**src/rtl/hsv_to_rgb.sv**
```systemverilog
// hsv_to_rgb: pipelined HSV -> RGB888 converter at the tail of the HSV filter
// chain. Input pixel is {H[23:15], S[14:8], V[7:0]}, output is {R,G,B}.
// A sideband word and a valid flag ride alongside with identical latency, and
// a per-pixel enable selects conversion or verbatim bypass.
//
// Register layout (sample taken at edge k is visible after edge k+4):
//   edge k   : input capture
//   edge k+1 : hue normalisation, sector and offset inside the sector
//   edge k+2 : chroma C and the ramp distance t
//   edge k+3 : secondary component X and the grey offset m
//   edge k+4 : sector-mapped channels plus m (or the bypassed pixel)

module hsv_to_rgb #(
  parameter int unsigned PASS_W  = 24,
  parameter int unsigned RECIP60 = 1093
) (
  input  logic              clk,
  input  logic              rst,
  input  logic              en,
  input  logic              in_valid,
  input  logic [23:0]       pixel_in,
  input  logic [PASS_W-1:0] pass_in,
  output logic [23:0]       pixel_out,
  output logic [PASS_W-1:0] pass_thru,
  output logic              out_valid
);

  // ---------------------------------------------------------------------------
  // Input capture
  // ---------------------------------------------------------------------------
  logic              s0_valid;
  logic              s0_en;
  logic [23:0]       s0_pixel;
  logic [PASS_W-1:0] s0_pass;

  // Capture valid and sideband; both are flushed by reset.
  always_ff @(posedge clk) begin
    if (rst) begin
      s0_valid <= 1'b0;
      s0_pass  <= '0;
    end else begin
      s0_valid <= in_valid;
      s0_pass  <= pass_in;
    end
  end

  // Capture the pixel and its enable; bubble contents are don't-care.
  always_ff @(posedge clk) begin
    s0_en    <= en;
    s0_pixel <= pixel_in;
  end

  // ---------------------------------------------------------------------------
  // Stage 1: hue wrap, sector select, offset within sector
  // ---------------------------------------------------------------------------
  logic [8:0] h_raw;
  logic [8:0] h_norm;
  logic [2:0] sector;
  logic [8:0] sector_base;
  logic [5:0] hue_offset;

  assign h_raw      = s0_pixel[23:15];
  assign h_norm     = (h_raw >= 9'd360) ? (h_raw - 9'd360) : h_raw;
  assign hue_offset = 6'(h_norm - sector_base);

  // Divide the normalised hue by 60 with a compare ladder instead of a divider.
  always_comb begin
    sector      = 3'd5;
    sector_base = 9'd300;
    if (h_norm < 9'd60) begin
      sector      = 3'd0;
      sector_base = 9'd0;
    end else if (h_norm < 9'd120) begin
      sector      = 3'd1;
      sector_base = 9'd60;
    end else if (h_norm < 9'd180) begin
      sector      = 3'd2;
      sector_base = 9'd120;
    end else if (h_norm < 9'd240) begin
      sector      = 3'd3;
      sector_base = 9'd180;
    end else if (h_norm < 9'd300) begin
      sector      = 3'd4;
      sector_base = 9'd240;
    end
  end

  logic              s1_valid;
  logic              s1_en;
  logic [23:0]       s1_pixel;
  logic [PASS_W-1:0] s1_pass;
  logic [2:0]        s1_sector;
  logic [5:0]        s1_f;
  logic [6:0]        s1_s;
  logic [7:0]        s1_v;

  // Advance valid and sideband into stage 1.
  always_ff @(posedge clk) begin
    if (rst) begin
      s1_valid <= 1'b0;
      s1_pass  <= '0;
    end else begin
      s1_valid <= s0_valid;
      s1_pass  <= s0_pass;
    end
  end

  // Register sector, offset and the saturation/value fields.
  always_ff @(posedge clk) begin
    s1_en     <= s0_en;
    s1_pixel  <= s0_pixel;
    s1_sector <= sector;
    s1_f      <= hue_offset;
    s1_s      <= s0_pixel[14:8];
    s1_v      <= s0_pixel[7:0];
  end

  // ---------------------------------------------------------------------------
  // Stage 2: chroma and ramp distance
  // ---------------------------------------------------------------------------
  logic [14:0] vs_prod;
  logic [7:0]  chroma;
  logic [5:0]  ramp_t;

  // S is on a /128 scale, so full saturation (127) takes V directly to keep
  // pure hues at full intensity rather than one code short.
  assign vs_prod = 15'(s1_v) * 15'(s1_s);
  assign chroma  = (s1_s == 7'd127) ? s1_v : 8'(vs_prod >> 7);
  assign ramp_t  = s1_sector[0] ? (6'd60 - s1_f) : s1_f;

  logic              s2_valid;
  logic              s2_en;
  logic [23:0]       s2_pixel;
  logic [PASS_W-1:0] s2_pass;
  logic [2:0]        s2_sector;
  logic [7:0]        s2_c;
  logic [5:0]        s2_t;
  logic [7:0]        s2_v;

  // Advance valid and sideband into stage 2.
  always_ff @(posedge clk) begin
    if (rst) begin
      s2_valid <= 1'b0;
      s2_pass  <= '0;
    end else begin
      s2_valid <= s1_valid;
      s2_pass  <= s1_pass;
    end
  end

  // Register chroma and ramp distance for the X multiply.
  always_ff @(posedge clk) begin
    s2_en     <= s1_en;
    s2_pixel  <= s1_pixel;
    s2_sector <= s1_sector;
    s2_c      <= chroma;
    s2_t      <= ramp_t;
    s2_v      <= s1_v;
  end

  // ---------------------------------------------------------------------------
  // Stage 3: secondary component X and grey offset m
  // ---------------------------------------------------------------------------
  logic [31:0] x_prod;
  logic [7:0]  x_term;
  logic [7:0]  m_term;

  // X = C*t/60 using a Q16 reciprocal; the rounded-up reciprocal keeps t=60
  // landing exactly on C, and the floor never exceeds C.
  assign x_prod = 32'(s2_c) * 32'(s2_t) * RECIP60;
  assign x_term = 8'(x_prod >> 16);
  assign m_term = s2_v - s2_c;

  logic              s3_valid;
  logic              s3_en;
  logic [23:0]       s3_pixel;
  logic [PASS_W-1:0] s3_pass;
  logic [2:0]        s3_sector;
  logic [7:0]        s3_c;
  logic [7:0]        s3_x;
  logic [7:0]        s3_m;

  // Advance valid and sideband into stage 3.
  always_ff @(posedge clk) begin
    if (rst) begin
      s3_valid <= 1'b0;
      s3_pass  <= '0;
    end else begin
      s3_valid <= s2_valid;
      s3_pass  <= s2_pass;
    end
  end

  // Register the three colour terms ahead of the sector map.
  always_ff @(posedge clk) begin
    s3_en     <= s2_en;
    s3_pixel  <= s2_pixel;
    s3_sector <= s2_sector;
    s3_c      <= s2_c;
    s3_x      <= x_term;
    s3_m      <= m_term;
  end

  // ---------------------------------------------------------------------------
  // Stage 4: sector map, add m, select bypass
  // ---------------------------------------------------------------------------
  logic [7:0]  r_term;
  logic [7:0]  g_term;
  logic [7:0]  b_term;
  logic [23:0] rgb;

  // Place C and X on the channels that rise/fall in this sector; the third
  // channel sits at zero before the grey offset is added.
  always_comb begin
    r_term = s3_c;
    g_term = 8'd0;
    b_term = s3_x;
    case (s3_sector)
      3'd0: begin
        r_term = s3_c;
        g_term = s3_x;
        b_term = 8'd0;
      end
      3'd1: begin
        r_term = s3_x;
        g_term = s3_c;
        b_term = 8'd0;
      end
      3'd2: begin
        r_term = 8'd0;
        g_term = s3_c;
        b_term = s3_x;
      end
      3'd3: begin
        r_term = 8'd0;
        g_term = s3_x;
        b_term = s3_c;
      end
      3'd4: begin
        r_term = s3_x;
        g_term = 8'd0;
        b_term = s3_c;
      end
      default: begin
        r_term = s3_c;
        g_term = 8'd0;
        b_term = s3_x;
      end
    endcase
  end

  // Every term is at most C and C + m = V, so these sums cannot wrap.
  assign rgb = {r_term + s3_m, g_term + s3_m, b_term + s3_m};

  // Drive the outputs; reset clears them so no stale pixel escapes a flush.
  always_ff @(posedge clk) begin
    if (rst) begin
      out_valid <= 1'b0;
      pixel_out <= 24'd0;
      pass_thru <= '0;
    end else begin
      out_valid <= s3_valid;
      pixel_out <= s3_en ? rgb : s3_pixel;
      pass_thru <= s3_pass;
    end
  end

endmodule

```
**config.mk**
```make
export PLATFORM = sky130hd
export DESIGN_NAME = hsv_to_rgb
export DESIGN_NICKNAME = d
export VERILOG_FILES = /design/src/rtl/hsv_to_rgb.sv
export SDC_FILE = /design/constraint.sdc
export NUM_CORES = 1
export LEC_CHECK = 0
export CAP_MARGIN = 20
export CORE_MARGIN = 1.5
export CORE_UTILIZATION = 37
export DETAILED_ROUTE_END_ITERATION = 8
export PLACE_DENSITY = 0.6
export SYNTH_ARGS = -nofsm -noshare
export SYNTH_HDL_FRONTEND = slang
export SYNTH_SLANG_ARGS = --single-unit
export TNS_END_PERCENT = 10
```
**constraint.sdc**
```tcl
create_clock -name clk -period 19.81 [get_ports clk]
set_input_delay 3.962 -clock clk [delete_from_list [all_inputs] [get_ports clk]]
set_output_delay 3.962 -clock clk [all_outputs]
set_load 0.01 [all_outputs]
```
== Word level (Yosys, flattened, before mapping) ==
Index checks and enable logic that the tools add are counted.
Operators by class
  add/subtract/negate cells: 7
  magnitude comparators: 6
  equal/unequal tests: 5
  multiply operators: 3
  muxes and demuxes: 16
  reductions and logical operators: 9
Operators by type and width (number)
  $pmux 8 s2: 3
  $mux 6: 5
  $add 8x8->8: 3
  $mul 14x11->24 const B: 1
  $mux 24: 1
  $lt 9x8->1 const B: 2
  $mul 8x7->15: 1
  $mul 8x6->14: 1
  $reduce_or 2->1: 7
  $ge 9x9->1 const B: 1
  $lt 9x6->1 const B: 1
  $lt 9x7->1 const B: 1
  $lt 9x9->1 const B: 1
  $mux 9: 1
  $sub 9x9->9 const B: 1
  $mux 8: 1
  $sub 8x8->8: 1
  $eq 7x7->1 const B: 1
  $eq 3x2->1 const B: 2
  $sub 6x6->6: 1
  $sub 6x6->6 const A: 1
  $mux 5: 1
  $mux 2: 2
  $reduce_or 4->1: 1
  other kinds (4): 5
Storage, ports and cells
  flip-flop bits (word level): 325

== Longest topological paths before layout ==
  depth in word-level cells: 9
  depth in mapped cells: 27

== Worst setup path before layout ==
Ideal clock, no wire load.
  path type: reg-to-reg
  start: register s2_c[3]
  end: register s3_x[7]
  arrival time: 6.197 ns
  clock period less this slack: 6.317 ns
  library setup time: 0.120 ns
  buffers on the path: 0
  stages on the path, launching flop included: 28
  setup slack: 13.493 ns
  cell sequence: dfxtp_1 and2_1 fa_1 inv_1 fa_1 fa_1 inv_1 ha_1 nor2b_1 o21ai_1 a21oi_2 nor2_1 xor2_1 inv_1 ha_1 inv_1 fa_1 inv_1 ha_1 ha_1 ha_1 and3_1 nand4_1 a211o_1 a21boi_2 a311oi_1 xor2_1 xnor2_1
On the way
  cells in the longest elaborated chain, start to end: 2
RTL lines
  from (decl): RTL line 136  | logic [7:0] s2_c;
  from (signal assigned): RTL line 156  | s2_c <= chroma;
  $mul 8x6->14: RTL line 170  | assign x_prod = 32'(s2_c) * 32'(s2_t) * RECIP60;
  $mul 14x11->24: RTL line 170
  net x_prod[23]: RTL line 164  | logic [31:0] x_prod;
  to (signal assigned): RTL line 200  | s3_x <= x_term;
  to (decl): RTL line 180  | logic [7:0] s3_x;
The timed path passes the listed nets, and every way through them passes these cells.
A chain may end at the register's enable or synchronous reset.

== Worst setup path in the final report ==
  start: register s2_c[0]
  end: register s3_x[7]
The elaborated chain is that of the path after synthesis.

==> out/results.ini <==
[outcome]
status=finished clean

[placed_design]
placed_area_mm2=0.0156
dp.cells=1931
place_hpwl_um=20200
port_buffers=100
place_congestion=0.828

[worst_hold_path]
min_from=s1_pixel[22]
hold_path_class=flop to flop

[logic_synthesis]
yosysWarnings=0
synth_edf_count=0
synthTopCellsByCount=299 x dfxtp_1, 153 x ha_1, 135 x nor2b_1
ys_types=59
yosys_most_used_dff=dfxtp_1
synth_fp_nets=1627
avgSynthCellArea_um2=10.4
yosysTopAreaCellShare_pct=42.5
syn-cell-area_mm2=0.0141
yosys.area.top_type=dfxtp_1
netlist_instances=1358
yosysMostFrequentCell=dfxtp_1
ys_seq_area_share_pct=42.5
ys_async_sr_fraction_pct=0
netlist_top_cells_area=dfxtp_1 42%, ha_1 14%, fa_1 9.1%
synth-seq-cells=299

[floorplan]
die-area_mm2=0.0393
dieHeight_um=198
start_util_pct=37.5
row_count=71
core-area_mm2=0.0376
ios=101
die_w_um=198

[timing]
clock_skew_ns=0.0140
finalCritPeriodShare_pct=35.0
hold_viol=0
slew_violations=0
tns_ns=0
finalCriticalPeriod_ns=6.94
fmax_mhz=144
rsz0062_at_grt=no
setup_viol=0
relSlewSlack_pct=40.6
tightest_slew_ns=0.890

[grt]
grt.total_usage_pct=14.1
grt_pass1_vias=8942
grt_start_max_net_pins=84
antenna_found_initial=0
grt_pass1_wl_um=44700
overflow=0

[route]
vias=8972
highest_layer=met4
remaining_drc_errors=0
ant_nets=0
wl_met1_um=12700
drt_first_iter_violations=296
routed_via_density=4.52
wl_met3_um=949
wl_per_cell_um=13.6
wirelength_um=26900
first_pass_iters=5
routed-wl-met2_um=12800

[layout]
fin_util_pct=44.1
insertedDiodeCount=0
drive_gt1_share_pct=4.82
fin_nets=1721
fin_cells=1984
area_growth_pct=17.5
fin_area_mm2=0.0166

[worst_setup_path]
path_class=flop to flop
max_stage_delay_ns=0.55
required_ns=20.26
reg2reg_slack_ns=12.87
cp-end-kind=flop
reg2reg_from=s2_c[0]
endpoint=s3_x[7]
crit_start=s2_c[0]
path_common_cell=ha_1
r2r-end=s3_x[7]
ff2ff_path_depth=24
cp.arrival_ns=7.39
cpMaxStageDelayCell=fa_1
cp.depth=24
cp_max_fo=9
critPathBufInv=4
crit_path_start_kind=flop
critPathTopFamily=adder cells
path_cells=nand2_1, fa_1, fa_1, fa_1, inv_1, ha_1, a21oi_1, o21ai_0, xnor2_1, inv_1, ha_1, inv_1, fa_1, inv_1, ha_1, ha_1, ha_1, and3_1, nand4_1, a211o_1, a21boi_2, a311oi_1, xor2_1, xnor2_1

[run]
drv_cap=0

[clocking]
cts_buffer_depth=3
cts_sinks=299
postCtsSetupBuffers=0
cts.repair.resized=0
cts_hold_buf=0
clk-insertion-delay-late_ns=0.56
htreeDepth=1
cts_buffers=30
clk_pin_slew_ns=0.06
cts_tree=done
cts_root_buf=clkbuf_16

[layout by cell type, fill, tap and decap left out, types with 9 or more instances in the layout]
cell / netlist / final
dfxtp_1: 299 / 299
ha_1: 153 / 153
nor2b_1: 135 / 135
inv_1: 114 / 114
nand2_1: 102 / 102
clkdlybuf4s50_1: 0 / 99
fa_1: 64 / 64
and2_1: 63 / 63
nor2_1: 56 / 56
a21oi_1: 51 / 51
xnor2_1: 42 / 42
a21o_1: 33 / 33
o21ai_0: 30 / 30
clkbuf_16: 0 / 30
xor2_1: 27 / 27
mux2i_1: 27 / 27
nand2b_1: 11 / 11
nand3_1: 11 / 11
a211oi_1: 9 / 9
[state kept, by name, summed over array words and instances, names as in the netlist, 7 cells and up]
register   cells
s3_pixel      24
s1_pixel       9
s3_x           8
pass_thru     24
s1_pass       24
s2_pass       24
s0_pass       24
s3_m           8
s2_v           7
pixel_out     24
s1_v           7
s3_pass       24
s0_pixel      24
s2_c           8
s3_c           8
s2_pixel      16
[metrics by stage]
stage	setup WS [ns]	hold WS, ns
after floorplan	13.49	0.310
after global placement	13.01	0.310
after detailed placement	12.90	0.312
after CTS	12.87	0.323
after global routing	12.38	0.330
final	12.87	0.323
[worst min path at each step]
stage                              end  cells past startpoint  slack, ns
final                     s2_pixel[22]                      0       0.32
after global routing      s2_pixel[19]                      0       0.33
after CTS                 s2_pixel[22]                      0       0.32
after detailed placement         s1_en                      0       0.31
after global placement    s3_sector[0]                      0       0.31
after floorplan                  s1_en                      0       0.31
[per-layer routing]
layer / GRT usage, % / vias up
met2: 24.1 / 133
met3: 1.84 / 31
met4: 4.04 / 0
li1: - / 4624
met5: 0 / -
met1: 18.6 / 4184
[logic make-up (layout without fill, tap and decap cells)]
kind of cell | count (synthesis) | in the layout | synth area share (%)
buffers and inverters | 156 | 271 | 4.19
and+or+nand+nor | 401 | 401 | 15.2
AOI/OAI and AO/OA | 184 | 184 | 8.71
muxes | 31 | 31 | 2.32
adders and majority gates | 217 | 217 | 22.7
DFF | 299 | 299 | 42.5
xor gates and xnor gates | 70 | 70 | 4.40
[final cells by class]
class | instances | area [um2]
multi-input cells | 903 | 7520
well taps | 511 | 639
flip-flops and latches | 299 | 5990
inverters | 115 | 432
clock inverters | 10 | 113
clock buffers | 43 | 850
fillers | 3554 | 21000
repair buffers | 103 | 1020
Power is not shown: default switching activity piles up to over one toggle a cycle in this logic, so the estimate is an artifact.
